**src/rtl/pc_fetch_unit.sv**
```systemverilog
// Instruction fetch front end: holds the PC, issues one memory request per
// instruction, registers the returned word and selects the next PC.
module pc_fetch_unit #(
  parameter logic [31:0] RESET_PC  = 32'h0000_0000,
  parameter logic [31:0] HALT_WORD = 32'h0000_000C
) (
  input  logic        clk,
  input  logic        rst_n,
  output logic [31:0] PC,
  input  logic [31:0] PCPlus4,
  input  logic [31:0] PCBranch,
  input  logic        PCSrc,
  input  logic        Jump,
  input  logic        stall,
  output logic        imem_req,
  output logic [31:0] imem_addr,
  input  logic        imem_ready,
  input  logic [31:0] imem_rdata,
  output logic [31:0] Instr,
  output logic        instr_valid,
  output logic        halted,
  output logic        misalign_err
);

  typedef enum logic [1:0] {
    IDLE,
    REQ,
    HOLD,
    HALT
  } state_t;

  state_t      state_q, state_d;
  logic        load_instr;
  logic        leave_hold;
  logic        advance_pc;
  logic [31:0] sel_pc;

  always_ff @(posedge clk or negedge rst_n) begin
    if (!rst_n) begin
      state_q <= IDLE;
    end else begin
      state_q <= state_d;
    end
  end

  always_comb begin
    state_d    = state_q;
    imem_req   = 1'b0;
    load_instr = 1'b0;
    leave_hold = 1'b0;
    advance_pc = 1'b0;
    case (state_q)
      IDLE: state_d = REQ;
      REQ: begin
        imem_req = 1'b1;
        if (imem_ready) begin
          load_instr = 1'b1;
          state_d    = HOLD;
        end
      end
      HOLD: begin
        if (!stall) begin
          leave_hold = 1'b1;
          if (Instr == HALT_WORD) begin
            state_d = HALT;
          end else begin
            advance_pc = 1'b1;
            state_d    = REQ;
          end
        end
      end
      HALT: state_d = HALT;
      default: state_d = IDLE;
    endcase
  end

  // Jump outranks branch; the jump target is word-aligned by construction.
  always_comb begin
    sel_pc = PCPlus4;
    if (Jump) begin
      sel_pc = {PCPlus4[31:28], Instr[25:0], 2'b00};
    end else if (PCSrc) begin
      sel_pc = PCBranch;
    end
  end

  always_ff @(posedge clk or negedge rst_n) begin
    if (!rst_n) begin
      PC           <= RESET_PC;
      Instr        <= '0;
      instr_valid  <= 1'b0;
      misalign_err <= 1'b0;
    end else begin
      if (load_instr) begin
        Instr       <= imem_rdata;
        instr_valid <= 1'b1;
      end
      if (leave_hold) begin
        instr_valid <= 1'b0;
      end
      if (advance_pc) begin
        PC <= {sel_pc[31:2], 2'b00};
        if (sel_pc[1:0] != 2'b00) begin
          misalign_err <= 1'b1;
        end
      end
    end
  end

  assign imem_addr = PC;
  assign halted    = (state_q == HALT);

endmodule

```
**config.mk**
```make
export PLATFORM = sky130hd
export DESIGN_NAME = pc_fetch_unit
export DESIGN_NICKNAME = d
export VERILOG_FILES = /design/src/rtl/pc_fetch_unit.sv
export SDC_FILE = /design/constraint.sdc
export NUM_CORES = 1
export LEC_CHECK = 0
export CAP_MARGIN = 0
export CELL_PAD_IN_SITES_DETAIL_PLACEMENT = 1
export CELL_PAD_IN_SITES_GLOBAL_PLACEMENT = 1
export CORE_MARGIN = 1
export CORE_UTILIZATION = 30
export DETAILED_ROUTE_END_ITERATION = 16
export HOLD_SLACK_MARGIN = 0.08
export MAX_ROUTING_LAYER = met4
export PLACE_DENSITY = 0.91
export SYNTH_ARGS = -nofsm -noshare
export SYNTH_HDL_FRONTEND = slang
export SYNTH_SLANG_ARGS = --single-unit
```
**constraint.sdc**
```tcl
create_clock -name clk -period 3.95 [get_ports clk]
set_input_delay 0.79 -clock clk [delete_from_list [all_inputs] [get_ports clk]]
set_output_delay 0.79 -clock clk [all_outputs]
set_load 0.01 [all_outputs]
```
==> impl_metrics.py <==
metrics = {
    "run_status": {
        "status": "completed",
    },
    "setup_path": {
        "arrival_ps": 2790,
        "endpoint_kind": "flip-flop",
        "path_class": "input port to flip-flop",
        "start_kind": "input port",
        "required_ps": 4150,
        "worst-path-max-fanout": 19,
    },
    "global_route": {
        "grt_pass1_wl_mm": 16.93,
        "gr-total-overflow": 0,
        "grt_max_degree": 54,
        "grt_pass1_vias": 3184,
        "grt_antenna_before_repair": 0,
        "gr-usage-all-layers_pct": 19.40,
    },
    "drt": {
        "vias": 2822,
        "first_pass_iters": 3,
        "viasPerCell": 4.703,
        "detail-route-antenna-nets": 0,
        "drt_wl_total_mm": 10.97,
        "drc": 0,
        "drt_iter0_markers": 55,
        "wire_per_inst_um": 18.28,
    },
    "clock_network": {
        "numCtsBuffers": 9,
        "cts-root-buf": "clkbuf_16",
        "clkLatencyLatePin_ps": 320,
        "htree_levels": 3,
        "cts_hold_buf": 0,
        "cts_resized": 0,
        "cts_tree": "yes",
        "clk_path_buf_depth": 2,
        "cts_setup_buffers": 0,
        "cts_sinks": 66,
        "clkTransAtPathRegs_ps": 60,
    },
    "yosys": {
        "synth_cell_types": 26,
        "ys_seq_elements": 66,
        "syn_area_um2": 3422,
        "yosysWarnings": 0,
        "ys_seq_area_share_pct": 48.26,
        "syn_area_per_cell_um2": 11.88,
        "syn_inst": 288,
    },
    "die": {
        "die_area_um2": 11840,
        "coreArea_um2": 10980,
        "io_pins": 202,
        "die_w_um": 108.8,
        "initial_core_util_pct": 31.16,
        "fp.dieH_um": 108.8,
        "rows": 38,
    },
    "sta": {
        "skew_ps": 8.880,
        "tns_ps": 0,
        "finalCriticalPeriod_ps": 2586,
        "fin_ws_ps": 1364,
        "setup_violations": 0,
        "tightest_slew_ps": 1060,
        "hold_slack_ps": 485.9,
        "hold_viol": 0,
        "slew_violations": 0,
        "rsz0062_at_grt": "no",
        "slew_headroom_pct": 29.32,
        "fin_crit_sh_pct": 65.47,
        "max_clock_freq_mhz": 386.7,
    },
    "final_layout": {
        "n_antenna_cell": 0,
        "n_fill_cell": 1157,
        "syn_to_final_growth_pct": 62.41,
        "register_area_um2": 1652,
        "multi_input_area_um2": 1436,
        "nNetsFinal": 557,
        "layout-drive-gt1-share_pct": 20.00,
        "finalInstanceArea_um2": 5558,
    },
    "placed_design": {
        "port_buffers": 197,
        "postPlaceCellArea_um2": 5261,
        "routabilityCongestion": 0.7475,
        "dp_hpwl_mm": 8.441,
        "dp_slack_ps": 1032,
    },
    "min_path": {
        "min_path_type": "flip-flop to flip-flop",
    },
    "power": {
        "power.density_nw_per_um2": 609.0,
        "leakagePower_nw": 2.376,
        "vdd_drop_max_mv": 0.2740,
        "fin_total_pwr_mw": 3.385,
    },
    "job": {
        "max_cap_viol_count": 0,
    },
}
-- flip-flops by register name, indices dropped and copies added, names as in the netlist --
name,count
PC,30
instr_valid,1
misalign_err,1
state_q,2
Instr,32
-- power breakdown --
group	internal, mW	total, mW	switching, mW
Combinational	0.922	1.43	0.504
Clock	0.490	0.785	0.295
Sequential	0.927	1.17	0.247
-- metal layers --
layer / up-vias / GRT usage, % / wire length, µm
li1: 1304 / - / -
met2: 102 / 35.26 / 5978
met5: - / - / 0
met1: 1407 / 22.29 / 4354
met4: 0 / 4.923 / 134
met3: 9 / 2.809 / 502
-- cell families after synthesis --
family	Yosys count	share of synthesized area (%)
muxes	92	29.54
AOI/OAI and AO/OA	33	5.375
DFF	66	48.26
buffers and inverters	50	10.09
and+or+nand+nor	46	6.618
other	1	0.1096
-- synthesized netlist by cell type --
cell | n | area [µm²]
nor2_1 | 1 | 3.750
mux2_2 | 64 | 720.7
nor4_1 | 7 | 43.79
buf_2 | 6 | 30.03
or3_4 | 1 | 11.26
inv_1 | 1 | 3.750
a211oi_1 | 1 | 7.510
buf_4 | 34 | 255.2
and2_1 | 1 | 6.260
a21oi_1 | 1 | 5.000
buf_6 | 3 | 33.78
nor3_1 | 1 | 5.000
and4_1 | 2 | 17.52
mux2_4 | 2 | 30.03
a21o_1 | 1 | 7.510
clkbuf_1 | 6 | 22.52
a21oi_4 | 1 | 16.27
mux2i_1 | 26 | 260.3
o21ai_0 | 28 | 140.1
and2b_1 | 1 | 7.510
conb_1 | 1 | 3.750
dfrtp_1 | 66 | 1652
o21a_1 | 1 | 7.510
nor2b_1 | 1 | 6.260
and4bb_2 | 1 | 12.51
nand2_1 | 30 | 112.6
-- per-stage QoR --
stage               instances  util (%)
floorplan                 291         -
global placement          584     47.90
detailed placement        584     47.90
CTS                       600     50.60
global route              600     50.60
finish                    600     50.60
-- layout by cell type (no fill, tap or decap) --
cell type / Yosys / final
clkdlybuf4s50_1: 0 / 194
and4_1: 2 / 2
o21a_1: 1 / 1
inv_1: 1 / 1
and2_1: 1 / 1
mux2_4: 2 / 2
nor2b_1: 1 / 1
a21oi_4: 1 / 1
clkinv_4: 0 / 2
nor4_1: 7 / 7
or3_4: 1 / 1
clkinvlp_4: 0 / 2
clkbuf_1: 6 / 1
buf_2: 6 / 3
nor3_1: 1 / 1
nor2_1: 1 / 1
and2b_1: 1 / 1
o21ai_0: 28 / 28
clkinv_2: 0 / 1
a211oi_1: 1 / 1
mux2i_1: 26 / 26
clkbuf_16: 0 / 9
buf_4: 34 / 5
and4bb_2: 1 / 1
conb_1: 1 / 4
dfrtp_1: 66 / 66
a21oi_1: 1 / 1
mux2_2: 64 / 64
a21o_1: 1 / 1
nand2_1: 30 / 30
bufinv_16: 0 / 1
-- worst paths after layout --
| path | from | endpoint | slack, ps | cells past startpoint |
|---|---|---|---|---|
| min in group asynchronous | rst_n | PC[2] | 660 | 1 |
| min | instr_valid | instr_valid | 490 | 2 |
| min reg2reg | instr_valid | instr_valid | 490 | 2 |
| max reg2reg | Instr[2] | PC[2] | 1740 | 5 |
| max in group asynchronous | rst_n | Instr[16] | 2400 | 2 |
| max | stall | PC[2] | 1360 | 5 |
-- final cells by class --
type                       instances  area share, %
tap                              140          3.152
clock inverter                     6          1.216
multi-input combinational        175          25.84
timing repair buffer             202          35.88
clock buffer                      10          4.120
inverter                           1        0.06754
sequential                        66          29.72
-- worst max-delay path, stage by stage --
cell	delay (ps)
clkdlybuf4s50_1	460
or3_4	360
a21oi_4	390
buf_4	390
mux2_2	380
(Power assumes the default switching activity.)
